### config.mk
export PLATFORM = sky130hd
export DESIGN_NAME = cb_cfg_frame_loader
export DESIGN_NICKNAME = d
export VERILOG_FILES = /design/src/rtl/cfg_loader_pkg.sv /design/src/rtl/cfg_addr_gen.sv /design/src/rtl/cb_cfg_frame_loader.sv
export SDC_FILE = /design/constraint.sdc
export NUM_CORES = 1
export LEC_CHECK = 0
export ABC_AREA = 0
export BUFFER_PORTS_ARGS = -buffer_cell sky130_fd_sc_hd__buf_2
export CAP_MARGIN = 10
export CORE_AREA = 4 4 81 83
export CTS_CLUSTER_SIZE = 10
export DETAILED_ROUTE_END_ITERATION = 10
export DIE_AREA = 0 0 85 87
export SYNTH_ARGS = -nofsm -noshare
export SYNTH_HDL_FRONTEND = slang
export SYNTH_SLANG_ARGS = --single-unit
export TNS_END_PERCENT = 100
### constraint.sdc
create_clock -name prog_clk -period 5.1 [get_ports prog_clk]
set_clock_uncertainty 0.05 [all_clocks]
set_input_delay 0.51 -clock prog_clk [delete_from_list [all_inputs] [get_ports prog_clk]]
set_output_delay 0.51 -clock prog_clk [all_outputs]
set_load 0.05 [all_outputs]
### src/rtl/cfg_loader_pkg.sv
// Shared types, sizing constants and CRC-8 helper for the connection-block frame loader.
package cfg_loader_pkg;

    typedef enum logic [2:0] {
        StIdle,
        StFetch,
        StSetup,
        StStrobe,
        StHold,
        StCheck,
        StDone
    } state_e;

    localparam int unsigned TotalBits = 9 * 6 + 2 * 2;
    localparam int unsigned NumWords  = (TotalBits + 8 - 1) / 8;
    localparam int unsigned NumMems   = 9 + 2;

    localparam logic [7:0] CrcPoly = 8'h07;

    function automatic logic [7:0] crc8_update(input logic [7:0] crc, input logic bit_in);
        logic fb;
        fb = crc[7] ^ bit_in;
        return {crc[6:0], 1'b0} ^ (fb ? CrcPoly : 8'h00);
    endfunction

endpackage

### src/rtl/cfg_addr_gen.sv
// Memory-select / bit-index counter pair; presents the decoder address of the current bit.
module cfg_addr_gen #(
    parameter int NUM_WIDE    = 9,
    parameter int WIDE_BITS   = 6,
    parameter int NUM_NARROW  = 2,
    parameter int NARROW_BITS = 2,
    parameter int SEL_W       = 4
) (
    input  logic       clk,
    input  logic       rst,
    input  logic       clear,
    input  logic       advance,
    output logic [0:6] address,
    output logic       last
);

    logic [SEL_W-1:0] mem_idx;
    logic [2:0]       bit_idx;
    logic             is_wide;
    logic             mem_last_bit;

    always_comb begin
        is_wide      = mem_idx < SEL_W'(NUM_WIDE);
        mem_last_bit = is_wide ? (bit_idx == 3'(WIDE_BITS - 1))
                               : (bit_idx == 3'(NARROW_BITS - 1));
        last         = mem_last_bit && (mem_idx == SEL_W'(NUM_WIDE + NUM_NARROW - 1));
        // Narrow memories only decode address[0]; address[1:2] must stay low.
        address      = {(is_wide ? bit_idx : {bit_idx[0], 2'b00}), mem_idx};
    end

    always_ff @(posedge clk) begin
        if (rst || clear) begin
            mem_idx <= '0;
            bit_idx <= '0;
        end else if (advance) begin
            if (mem_last_bit) begin
                bit_idx <= '0;
                mem_idx <= mem_idx + 1'b1;
            end else begin
                bit_idx <= bit_idx + 1'b1;
            end
        end
    end

endmodule

### src/rtl/cb_cfg_frame_loader.sv
// Unpacks a byte-stream CB bitstream LSB-first and writes it with setup/strobe/hold cycles.
// Optional CRC-8 trailer check enabled by defining CFG_LOADER_CRC_EN.
module cb_cfg_frame_loader
    import cfg_loader_pkg::*;
#(
    parameter int DATA_W      = 8,
    parameter int NUM_WIDE    = 9,
    parameter int WIDE_BITS   = 6,
    parameter int NUM_NARROW  = 2,
    parameter int NARROW_BITS = 2,
    parameter int SEL_W       = 4
) (
    input  logic              prog_clk,
    input  logic              pReset,
    input  logic              start,
    input  logic [DATA_W-1:0] cfg_word,
    input  logic              cfg_valid,
    output logic              cfg_ready,
    output logic              enable,
    output logic [0:6]        address,
    output logic              data_in,
    output logic              busy,
    output logic              done,
    output logic              crc_err
);

    localparam int BitsW = $clog2(DATA_W + 1);

    state_e            state;
    logic [DATA_W-1:0] shreg;
    logic [BitsW-1:0]  bits_left;
    logic              last_bit;
    logic [0:6]        gen_address;
    logic              gen_last;

    cfg_addr_gen #(
        .NUM_WIDE    (NUM_WIDE),
        .WIDE_BITS   (WIDE_BITS),
        .NUM_NARROW  (NUM_NARROW),
        .NARROW_BITS (NARROW_BITS),
        .SEL_W       (SEL_W)
    ) u_addr_gen (
        .clk     (prog_clk),
        .rst     (pReset),
        .clear   (state == StIdle && start),
        .advance (state == StStrobe),
        .address (gen_address),
        .last    (gen_last)
    );

`ifdef CFG_LOADER_CRC_EN
    logic [7:0] crc;
    logic       crc_err_q;
    assign crc_err = crc_err_q;
`else
    assign crc_err = 1'b0;
`endif

    always_ff @(posedge prog_clk) begin
        if (pReset) begin
            state     <= StIdle;
            shreg     <= '0;
            bits_left <= '0;
            last_bit  <= 1'b0;
            cfg_ready <= 1'b0;
            enable    <= 1'b0;
            address   <= '0;
            data_in   <= 1'b0;
            busy      <= 1'b0;
            done      <= 1'b0;
`ifdef CFG_LOADER_CRC_EN
            crc       <= '0;
            crc_err_q <= 1'b0;
`endif
        end else begin
            enable <= 1'b0;
            done   <= 1'b0;
            unique case (state)
                StIdle: begin
                    if (start) begin
                        state     <= StFetch;
                        busy      <= 1'b1;
                        cfg_ready <= 1'b1;
`ifdef CFG_LOADER_CRC_EN
                        crc       <= '0;
                        crc_err_q <= 1'b0;
`endif
                    end
                end
                StFetch: begin
                    if (cfg_valid) begin
                        shreg     <= cfg_word;
                        bits_left <= BitsW'(DATA_W);
                        cfg_ready <= 1'b0;
                        address   <= gen_address;
                        data_in   <= cfg_word[0];
                        last_bit  <= gen_last;
                        state     <= StSetup;
                    end
                end
                StSetup: begin
                    enable <= 1'b1;
                    state  <= StStrobe;
                end
                StStrobe: begin
`ifdef CFG_LOADER_CRC_EN
                    crc <= crc8_update(crc, data_in);
`endif
                    state <= StHold;
                end
                StHold: begin
                    // Last config bit wins over word exhaustion so pad bits are never written.
                    if (last_bit) begin
`ifdef CFG_LOADER_CRC_EN
                        cfg_ready <= 1'b1;
                        state     <= StCheck;
`else
                        done      <= 1'b1;
                        busy      <= 1'b0;
                        state     <= StDone;
`endif
                    end else if (bits_left == BitsW'(1)) begin
                        cfg_ready <= 1'b1;
                        state     <= StFetch;
                    end else begin
                        shreg     <= shreg >> 1;
                        bits_left <= bits_left - 1'b1;
                        address   <= gen_address;
                        data_in   <= shreg[1];
                        last_bit  <= gen_last;
                        state     <= StSetup;
                    end
                end
`ifdef CFG_LOADER_CRC_EN
                StCheck: begin
                    if (cfg_valid) begin
                        crc_err_q <= (cfg_word[7:0] != crc);
                        cfg_ready <= 1'b0;
                        done      <= 1'b1;
                        busy      <= 1'b0;
                        state     <= StDone;
                    end
                end
`endif
                StDone: begin
                    state <= StIdle;
                end
                default: begin
                    state <= StIdle;
                end
            endcase
        end
    end

endmodule
* Word level (Yosys, flattened, before mapping)
Index checks and enable logic that the tools add are counted.
** Word-level totals
- Logic and storage cells :: 82
- Register bits :: 35
** Operators by class
- Multiplexer cells :: 37
- Equal/unequal tests :: 14
- Order comparisons :: 1
- $add $sub $neg :: 3
- Bitwise gates (word level) :: 1
- Reduce and logical (&&, ||, !) cells :: 14
** Operators with widths (number)
- 8-bit 2-to-1 mux :: 3
- 7-bit 2-to-1 mux :: 3
- 8-bit one-hot mux with 2 select lines :: 1
- 3-bit 2-to-1 mux :: 5
- 3-bit one-hot mux with 5 select lines :: 1
- 1-bit 2-to-1 mux :: 14
- 7-bit one-hot mux with 2 select lines :: 1
- 4-bit 2-to-1 mux :: 3
- 2-bit != test, second input constant :: 6
- 4-bit one-hot mux with 2 select lines :: 1
- 3-bit by 1-bit equality test with 1-bit output, second input constant :: 2
- 3-bit by 2-bit equality test with 1-bit output, second input constant :: 2
- 3-bit equality test, second input constant :: 2
- 1-bit one-hot mux with 2 select lines :: 3
- 2-bit AND reduction :: 3
- 5-bit AND reduction :: 1
- 4-bit by 1-bit adder with 4-bit output, second input constant :: 1
- 4-bit by 1-bit equality test with 1-bit output, second input constant :: 1
- 4-bit equality test, second input constant :: 1
- 4-bit less-than comparator, second input constant :: 1
- 4-bit AND reduction :: 1
- 2-bit nonzero test :: 2
- 4-bit by 1-bit subtractor with 4-bit output, second input constant :: 1
- 3-bit by 1-bit adder with 3-bit output, second input constant :: 1
- other kinds (9) :: 10

* Depth between registers and ports, before layout
Gate-level depths: netlist of the first run.
- Word-level depth :: 6
- Gate-level depth with buffers :: 8
- Mapped depth without buffers :: 7

* Hierarchy
From an unflattened synthesis of the first run, not the netlist that was laid out.
** Second synthesis, totals
- Cell total of the unflattened synthesis :: 203
- Area, all modules :: 1868.0 um^2
** Modules (own cells, without submodules)
- cb_cfg_frame_loader :: area an instance 1391.3 um^2, cells an instance 144, times used 1, seq. area each 540.5 um^2
- cfg_addr_gen :: area an instance 476.7 um^2, cells an instance 59, times used 1, seq. area each 140.1 um^2

* Worst setup path after synthesis of the first run
OpenSTA, ideal clock, no wires.
- Path kind :: flip-flop to flip-flop
- From :: reg u_addr_gen.mem_idx[0]
- To :: reg u_addr_gen.mem_idx[3]
- Arrival time :: 1693 ps
- Clock period less this slack :: 1863 ps
- Buffers on the path :: 0
- Library setup time :: 120 ps
- Stages on the path, launching flop included :: 8
- Slack :: 3237 ps
- Cell sequence :: dfxtp_1 inv_1 ha_1 nor2b_1 or3_4 a2111oi_4 xnor2_1 nor2_1
** On the way
- Longest elaborated chain between the ends :: 3
- Elaborated cells between the ends (all ways) :: 4
- Classes of those cells :: add/sub: 1; order compare: 1; mux: 1; reduce/logical: 1
** RTL lines
- start, declared :: RTL line cfg_addr_gen.sv:17 : logic [SEL_W-1:0] mem_idx;
- start signal, assigned :: RTL line cfg_addr_gen.sv:38 : mem_idx <= mem_idx + 1'b1;
- 4-bit less-than comparator :: RTL line cfg_addr_gen.sv:23 : is_wide = mem_idx < SEL_W'(NUM_WIDE);
- 1-bit 2-to-1 mux :: RTL line cfg_addr_gen.sv:24 : mem_last_bit = is_wide ? (bit_idx == 3'(WIDE_BITS - 1))
- 2-bit AND reduction (no line)
Several ways; a longest one is shown, not always the timed one.
A chain may end at the register's enable or synchronous reset.

* Worst setup path after layout of the first run
- From :: reg state[2]
- To :: reg shreg[4]
** On the way
- Longest elaborated chain between the ends :: 3
- Elaborated cells between the ends (all ways) :: 8
- Classes of those cells :: eq/ne: 5; mux: 1; reduce/logical: 2
** RTL lines
- start, declared :: RTL line cb_cfg_frame_loader.sv:29 : state_e state;
- start signal, assigned :: RTL line cb_cfg_frame_loader.sv:61 : state <= StIdle;
- start signal, assigned :: RTL line cb_cfg_frame_loader.sv:81 : state <= StFetch;
- start signal, assigned :: RTL line cb_cfg_frame_loader.sv:98 : state <= StSetup;
- 3-bit equality test or 3-bit by 1-bit equality test with 1-bit output (tied branches) :: RTL line cb_cfg_frame_loader.sv:78 : unique case (state)
- 2-bit != test (no line) or 2-bit nonzero test (tied branches)
- 4-bit AND reduction (no line)
- end signal, assigned :: RTL line cb_cfg_frame_loader.sv:92 : shreg <= cfg_word;
- end signal, assigned :: RTL line cb_cfg_frame_loader.sv:126 : shreg <= shreg >> 1;
- end, declared :: RTL line cb_cfg_frame_loader.sv:30 : logic [DATA_W-1:0] shreg;
Several ways; a longest one is shown, not always the timed one.

==> flow_summary.ini, run 1 <==
[logic_synthesis]
synth_area_leaders = dfxtp_1, nor2_1, a21oi_1
synthCells = 199
yosys_warnings = 0
ys_ff_latch = 34
synth_top_area_share_pct = 41.2
syn_nets = 216
ys_seq_area_share_pct = 41.2
synthesis.area_mm2 = 0.00165
synth_top_area_cell = dfxtp_1
synth_cell_types = 44
syn_avg_cell_area_um2 = 8.30

[critical_path]
arrival_ns = 2.26
cp.required_ns = 5.25
crit_path_start_kind = register
cp_max_fo = 22
timing.setup.critical_path_class = reg2reg
cp-end-kind = register

[sta]
setup-tns-final_ns = 0
maxSlewHeadroom_pct = 46.1
max_freq_mhz = 473
final_max_slew_viol_count = 0
setup_ws_ns = 2.99
period_share_pct = 41.5
finalHoldViolations = 0
setup_violations = 0
tightest_slew_ns = 0.808
rsz0062_at_grt = no
hold_slack_ns = 0.402
post-route-min-period_ns = 2.11

[cells_and_area]
drive_gt1_share_pct = 18.3
design_area_mm2 = 0.00192
antenna_cells = 0
nNetsFinal = 235
synthToLayoutAreaGrowth_pct = 16.1
final_core_util_pct = 32.8

[floorplanning]
num_rows = 28
fp.dieW_um = 85
die_area_mm2 = 0.00740
die_h_um = 87
initial_utilization_pct = 28.2
ios = 25
core-area_mm2 = 0.00585

[drt]
dr.pass1.iters = 4
drt_iter0_drc = 77
post_drt_wl_per_cell_um = 12.3
ant_nets = 0
vias = 1404
via_per_inst = 4.78
wirelength_um = 3620
drc = 0

[clock_network]
clock_sinks = 34
cts_buffers = 5
post_cts_buffers = 0
cts_resized = 0
clk_path_buf_depth = 2
h-tree-depth = 2
cts_hold_buf = 0
cts_tree = yes
path_clk_slew_ns = 0.07
clock_latency_ns = 0.28
cts_root_buf = clkbuf_8

[grt]
grt_pass1_vias = 1331
antenna_found_initial = 0
grt_use_total_pct = 10.7
grt_pass1_wl_um = 6340
grt_max_degree = 30
grt-ovfl-total = 0

[job]
drv_cap = 0

[placement]
postPlaceCellArea_mm2 = 0.00181
dp_slack_ns = 2.98
hpwlAfterDp_um = 2620
place.port_buffers = 23
globalplace.congestion = 0.792

[status]
outcome = finished clean

[pwr]
leakagePower_nw = 0.698
peakVddDrop_mv = 0.120
pwr_density_cell_mw_per_mm2 = 315

[hold_path]
min_path_type = reg2reg
cells by family (layout without fill, tap and decap cells):
| group | count (synthesis) | after routing | share of synthesized area [%] |
|---|---|---|---|
| xor gates and xnor gates | 3 | 3 | 1.59 |
| muxes | 3 | 3 | 1.89 |
| DFF | 34 | 34 | 41.2 |
| other | 1 | 1 | 0.227 |
| buffers and inverters | 19 | 39 | 4.92 |
| AOI/OAI and AO/OA | 50 | 50 | 21.0 |
| adders and majority gates | 5 | 5 | 3.79 |
| and+or+nand+nor | 84 | 84 | 25.4 |
final timing paths:
kind,from,to,slack [ns],cells after the start
worst max-delay path,state[2],shreg[4],2.99,5
worst min-delay path,address[1],address[1],0.40,2
worst max register to register,state[2],shreg[4],2.99,5
worst min register to register,address[1],address[1],0.40,2
per-layer routing:
layer,track usage [%],part of all wire [%],vias to the layer above
met5,0,0,-
met4,3.74,1.1,0
met3,4.35,4.4,4
met2,16.3,46,20
met1,13.7,49,641
li1,-,-,739
power by group:
group          switching [mW]  total, mW  internal (mW)
combinational          0.0453     0.0683         0.0230
sequential             0.0128      0.290          0.277
clock                   0.101      0.245          0.144
total                   0.160      0.603          0.444
Yosys cell counts (all sizes together):
cell type  number
a21oi          19
o211ai          1
nor3b           1
nand4b          1
nor2           26
nand2          25
nand3           5
nor2b           4
xnor2           3
nor3            5
nor4b           1
nand3b          3
a311oi          8
a32oi           1
ha              5
nand4           2
clkbuf          7
nand2b          2
or2             1
or4             1
a211oi          1
conb            1
o32a            1
a2111oi         1
dfxtp          34
o21ai          13
nor4bb          1
and3b           1
a21boi          1
mux2i           2
or3             3
a22oi           1
o21a            1
o31ai           1
nor4            2
mux2            1
a211o           1
buf             4
inv             8
cell type report:
cell class | instances | area [µm²]
clock buffers | 5 | 68.8
repair buffers | 23 | 115
clock inverters | 3 | 40.0
well taps | 75 | 93.8
inverters | 8 | 30.0
fillers | 624 | 3930
multi-input cells | 146 | 890
flip-flops and latches | 34 | 681
critical path, stage by stage (launching register included):
cell and delay, ns:
dfxtp_1 0.53, nand2b_1 0.35, nor4_2 0.35, or2_2 0.42, nor2_1 0.08, a311oi_1 0.25
cells in the final DEF (no fill, tap or decap), types with 2 or more instances in the layout:
cell / instances
nand3_1: 5
a21oi_1: 19
xnor2_1: 3
nand2b_1: 2
mux2i_1: 2
o21ai_0: 12
ha_1: 5
clkinv_2: 2
nand3b_1: 3
a311oi_1: 8
clkbuf_8: 5
nor2b_1: 4
buf_2: 23
nor2_1: 26
nand2_1: 25
nand4_1: 2
inv_1: 7
nor3_1: 5
or3_1: 2
dfxtp_1: 34
metrics by stage:
step / cells / total power [mW]
detailed placement: 286 / 0.365
finish: 294 / 0.603
floorplan: 199 / 0.349
global placement: 286 / 0.364
CTS: 294 / 0.610
global route: 294 / 0.635
flip-flops by register name, indices dropped and copies added (netlist names):
name / count
done: 1
shreg: 8
cfg_ready: 1
busy: 1
bits_left: 4
address: 7
u_addr_gen.bit_idx: 3
u_addr_gen.mem_idx: 4
state: 3
enable: 1
last_bit: 1
No activity file was read; power rests on OpenSTA's default activity.
==> inputs of run 2 (changes only) <==
==> constraint.sdc (replaced) <==
create_clock -name prog_clk -period 1.9 [get_ports prog_clk]
set_clock_uncertainty 0.05 [all_clocks]
set_input_delay 0.19 -clock prog_clk [delete_from_list [all_inputs] [get_ports prog_clk]]
set_output_delay 0.19 -clock prog_clk [all_outputs]
set_load 0.05 [all_outputs]
==> run 2 against run 1 <==
Effect of this change: worst setup slack worse by 2.9 ns; flip-flop and latch count unchanged; die area stayed put; final area up 9.3%; combinational power rose to 3.3 times the previous value; final cell count rose by 6.1%; first-iteration DRC count decreased by 13%; power grew to 2.7 times the previous value; clock-buffer cell count up 3; register-to-register slack lost 2.9 ns; largest power group unchanged.
==> flow_summary.ini, run 2 (same netlist as run 1, synthesis figures left out) <==
[placement]
place.port_buffers = 23
globalplace.congestion = 0.730
dp_cells = 302
hpwlAfterDp_um = 2790

[sta]
final_max_slew_viol_count = 0
max_freq_mhz = 547
setup_violations = 0
period_share_pct = 96.3
post-route-min-period_ns = 1.83
finalHoldViolations = 0

[critical_path]
r2r-start = u_addr_gen.mem_idx[1]
crit_path_start_kind = register
rr_endpoint = u_addr_gen.mem_idx[0]
cp_max_fo = 5
cp.required_ns = 2.01
r2r_slack_ns = 0.07
timing.setup.critical_path_class = reg2reg
cp-end-kind = register
arrival_ns = 1.94
r2r_cells = 7

[drt]
wirelength_um = 3950
dr.pass1.iters = 4
drc = 0
vias = 1474
drt_iter0_drc = 67
post_drt_wl_per_cell_um = 12.7
ant_nets = 0
via_per_inst = 4.72

[clock_network]
clk_path_buf_depth = 2
h-tree-depth = 2
cts_tree = yes
cts_resized = 0
post_cts_buffers = 0
path_clk_slew_ns = 0.07
clock_latency_ns = 0.28
clock_sinks = 34
cts_hold_buf = 0
cts_buffers = 5
cts_root_buf = clkbuf_8

[floorplanning]
core-area_mm2 = 0.00585
die_area_mm2 = 0.00740
die_h_um = 87
fp.dieW_um = 85
initial_utilization_pct = 28.2
ios = 25
num_rows = 28

[grt]
grt_use_total_pct = 10.7
grt_pass1_wl_um = 6480
grt-ovfl-total = 0
grt_pass1_vias = 1406
grt_max_degree = 23
antenna_found_initial = 0

[cells_and_area]
registers.top_by_ff_count = shreg
drive_gt1_share_pct = 27.4
top_regs = shreg x8, address x7
nNetsFinal = 253
layout_common_cells = dfxtp_1, nor2_1, nand2_1
synthToLayoutAreaGrowth_pct = 27.0
largest_reg_flops = 8
mostFrequentLayoutCell = dfxtp_1
final_core_util_pct = 35.8
fin_cells = 312
antenna_cells = 0

[pwr]
swShare_pct = 26.2
pwr_density_cell_mw_per_mm2 = 771
netSwitchingPower_mw = 0.423
leakagePower_nw = 0.799
p_seq_share_pct = 47.5
comb_power_share_pct = 14.0
peakVddDrop_mv = 0.292
p_clk_share_pct = 38.4
p_int_mw = 1.19

[job]
drv_cap = 0

[hold_path]
min_to = shreg[7]
holdPathStages = 3
hp-start = cfg_word[7]
min_path_type = in2reg

[status]
outcome = finished clean
[run 2: cell types whose count changed in the layout (fill, tap and decap cells not counted), sizes merged]
cell,before,now
buf,23,39
bufinv,1,0
clkbuf,5,8
clkinv,2,0
or2,1,3
[run 2: worst max path at each step]
stage	endpoint	slack, ns	cells after the start	startpoint
final	u_addr_gen.mem_idx[0]	0.07	7	u_addr_gen.mem_idx[1]
after CTS	address[0]	0.01	7	bits_left[1]
after global placement	u_addr_gen.mem_idx[3]	0.11	7	u_addr_gen.mem_idx[0]
after detailed placement	address[0]	0.03	7	bits_left[1]
after global routing	u_addr_gen.mem_idx[3]	-0.00008	7	u_addr_gen.mem_idx[1]
after floorplan	u_addr_gen.mem_idx[3]	0.04	7	u_addr_gen.mem_idx[0]
[run 2: critical path: stages, from the launching register on]
cell and delay (ns):
dfxtp_2 0.34, inv_2 0.05, ha_4 0.15, nor2b_4 0.12
or3_4 0.43, a211oi_4 0.36, xnor2_1 0.17, nor2_1 0.06
[run 2: metrics by stage]
step / cell area (µm²) / hold WS, ns / TNS [ns] / total power, mW / setup slack (ns)
6_report: 2100 / 0.120 / 0 / 1.62 / 0.0710
5_1_grt: 2100 / 0.118 / -0.0000842 / 1.70 / -0.0000842
4_1_cts: 2040 / 0.116 / 0 / 1.62 / 0.00988
3_5_place_dp: 1930 / 0.395 / 0 / 0.999 / 0.0257
3_3_place_gp: 1930 / 0.390 / 0 / 0.995 / 0.110
2_1_floorplan: 1650 / 0.301 / 0 / 0.937 / 0.0369
[run 2: cell type report]
type	instances	area (µm²)
Fill cell	608	3750
Multi-Input combinational cell	148	945
Sequential cell	34	683
Timing Repair Buffer	39	235
Clock buffer	8	110
Tap cell	75	93.8
Inverter	8	30.0
[run 2: per-layer routing]
| metal | share of wire, % | GRT usage (%) | vias to the layer above |
|---|---|---|---|
| met3 | 3.4 | 2.93 | 3 |
| li1 | - | - | 775 |
| met5 | 0 | 0 | - |
| met2 | 47 | 17.2 | 16 |
| met1 | 48 | 13.9 | 680 |
| met4 | 0.63 | 3.88 | 0 |
[run 2: power groups by stage]
stage	Clock, mW	Sequential (mW)	Combinational [mW]
2_1_floorplan	0	0.809	0.128
3_3_place_gp	0	0.782	0.213
3_5_place_dp	0	0.783	0.216
4_1_cts	0.640	0.767	0.216
5_1_grt	0.674	0.773	0.253
6_report	0.621	0.769	0.227
==> inputs of run 3 (changes only) <==
--- a/config.mk
+++ b/config.mk
@@ -12,6 +12,7 @@
 export CTS_CLUSTER_SIZE = 10
 export DETAILED_ROUTE_END_ITERATION = 10
 export DIE_AREA = 0 0 85 87
+export SKIP_CTS_REPAIR_TIMING = 1
 export SYNTH_ARGS = -nofsm -noshare
 export SYNTH_HDL_FRONTEND = slang
 export SYNTH_SLANG_ARGS = --single-unit
==> constraint.sdc (replaced) <==
create_clock -name prog_clk -period 1.7 [get_ports prog_clk]
set_clock_uncertainty 0.05 [all_clocks]
set_input_delay 0.17 -clock prog_clk [delete_from_list [all_inputs] [get_ports prog_clk]]
set_output_delay 0.17 -clock prog_clk [all_outputs]
set_load 0.05 [all_outputs]
==> run 3 against run 2 <==
Effect of this change: the run now ends with negative setup slack left; utilization rose by 4.0 points; critical path type unchanged; critical endpoint is now u_addr_gen.mem_idx[2]; fmax rose by 5.0%; sequential share of layout area fell by 3.1 points; largest cell class unchanged; global-route usage rose by 0.26 points; via count rose by 5.5%; final cell count rose by 4.2%; die area did not move; final area rose by 11%; flip-flop and latch count did not move; critical path depth did not move; routed wire length rose by 4.5%; register-to-register slack got worse by 0.11 ns.
==> flow_summary.ini, run 3 (same netlist as run 1, synthesis figures left out) <==
[status]
outcome = finished with violations
failed_checks = negative setup slack

[sta]
final_max_slew_viol_count = 0
setup_violations = 5
setup_ws_ns = -0.0418
max_freq_mhz = 574
rsz0062_at_grt = yes
setup-tns-final_ns = -0.127
finalHoldViolations = 0
post-route-min-period_ns = 1.74
period_share_pct = 102

[clock_network]
cts_tree = yes
path_clk_slew_ns = 0.07
h-tree-depth = 2
clk_path_buf_depth = 2
clock_latency_ns = 0.29
cts_buffers = 5
clock_sinks = 34
cts_root_buf = clkbuf_8

[drt]
drc = 0
dr.pass1.iters = 4
via_per_inst = 4.78
drt_iter0_drc = 60
ant_nets = 0
vias = 1555
wirelength_um = 4130
post_drt_wl_per_cell_um = 12.7

[cells_and_area]
final_core_util_pct = 39.8
synthToLayoutAreaGrowth_pct = 41.1
antenna_cells = 0
mostFrequentLayoutCell = dfxtp_1
top_regs = shreg x8, address x7
largest_reg_flops = 8
nFillCells = 582
layout_common_cells = dfxtp_1, nand2_1, buf_4
nNetsFinal = 266
registers.top_by_ff_count = shreg
drive_gt1_share_pct = 38.8

[critical_path]
r2r_slack_ns = -0.04
crit_path_start_kind = register
rr_endpoint = u_addr_gen.mem_idx[2]
cp-end-kind = register
arrival_ns = 1.88
cp_max_fo = 5
cp.required_ns = 1.83
timing.setup.critical_path_class = reg2reg
r2r-start = u_addr_gen.mem_idx[0]
r2r_cells = 7

[floorplanning]
die_area_mm2 = 0.00740
initial_utilization_pct = 28.2
core-area_mm2 = 0.00585
num_rows = 28
ios = 25
fp.dieW_um = 85
die_h_um = 87

[grt]
grt_pass1_vias = 1383
grt_max_degree = 23
grt-ovfl-total = 0
grt_pass1_wl_um = 6400
antenna_found_initial = 0
grt_use_total_pct = 11.0

[placement]
globalplace.congestion = 0.716
dp_slack_ns = -0.0583
hpwlAfterDp_um = 2870
place.port_buffers = 23

[pwr]
peakVddDrop_mv = 0.408
leakagePower_nw = 0.894
pwr_density_cell_mw_per_mm2 = 774

[hold_path]
min_to = shreg[7]
min_path_type = in2reg
holdPathStages = 3
hp-start = cfg_word[7]

[job]
drv_cap = 0
run 3: cell types whose count changed in the layout (fill, tap and decap cells not counted), sizes merged:
cell,previous run,this run
or2,3,1
clkbuf,8,9
buf,39,52
clkinv,0,1
run 3: report_power, final:
part / internal (mW) / total (mW) / switching, mW
Clock: 0.327 / 0.627 / 0.300
Sequential: 0.831 / 0.858 / 0.0268
Combinational: 0.137 / 0.318 / 0.182
Total: 1.29 / 1.80 / 0.508
run 3: final cells by class:
cell class / count / area, µm² / area share (%)
Tap cell: 75 / 93.8 / 4.03
Sequential cell: 34 / 686 / 29.4
Clock buffer: 7 / 86.3 / 3.71
Inverter: 8 / 30.0 / 1.29
Multi-Input combinational cell: 146 / 1020 / 43.9
Clock inverter: 1 / 5.00 / 0.215
Timing Repair Buffer: 54 / 407 / 17.5
run 3: worst max path at each step:
stage / endpoint / cells past startpoint / from
6_report: u_addr_gen.mem_idx[2] / 7 / u_addr_gen.mem_idx[0]
3_5_place_dp: u_addr_gen.mem_idx[3] / 7 / u_addr_gen.mem_idx[1]
3_3_place_gp: u_addr_gen.mem_idx[0] / 7 / u_addr_gen.mem_idx[0]
2_1_floorplan: u_addr_gen.mem_idx[3] / 7 / u_addr_gen.mem_idx[0]
4_1_cts: u_addr_gen.mem_idx[3] / 7 / u_addr_gen.mem_idx[1]
5_1_grt: u_addr_gen.mem_idx[0] / 7 / u_addr_gen.mem_idx[0]
run 3: through the flow:
stage	power, mW	instances	instance area [µm²]	hold WS (ns)
2_1_floorplan	1.05	199	1670	0.281
3_3_place_gp	1.13	312	2040	0.378
3_5_place_dp	1.13	312	2040	0.395
4_1_cts	1.76	320	2130	0.0815
5_1_grt	1.89	325	2330	0.117
6_report	1.80	325	2330	0.109
run 3: routing by layer:
layer / vias to the layer above / GRT usage (%) / wire [µm] / part of all wire, %
met5: - / 0 / 0 / 0
met4: 0 / 5.18 / 73 / 1.8
met3: 7 / 4.45 / 228 / 5.5
met2: 35 / 16.9 / 1970 / 48
met1: 719 / 13.3 / 1860 / 45
li1: 794 / - / - / -
run 3: critical path, cell delays in order, from the launching register on:
cell and delay, ns:
dfxtp_2 0.33, inv_2 0.05, ha_4 0.15, nor2b_4 0.12, or3_4 0.37, a211oi_4 0.34
a211o_1 0.17, nand2_1 0.05
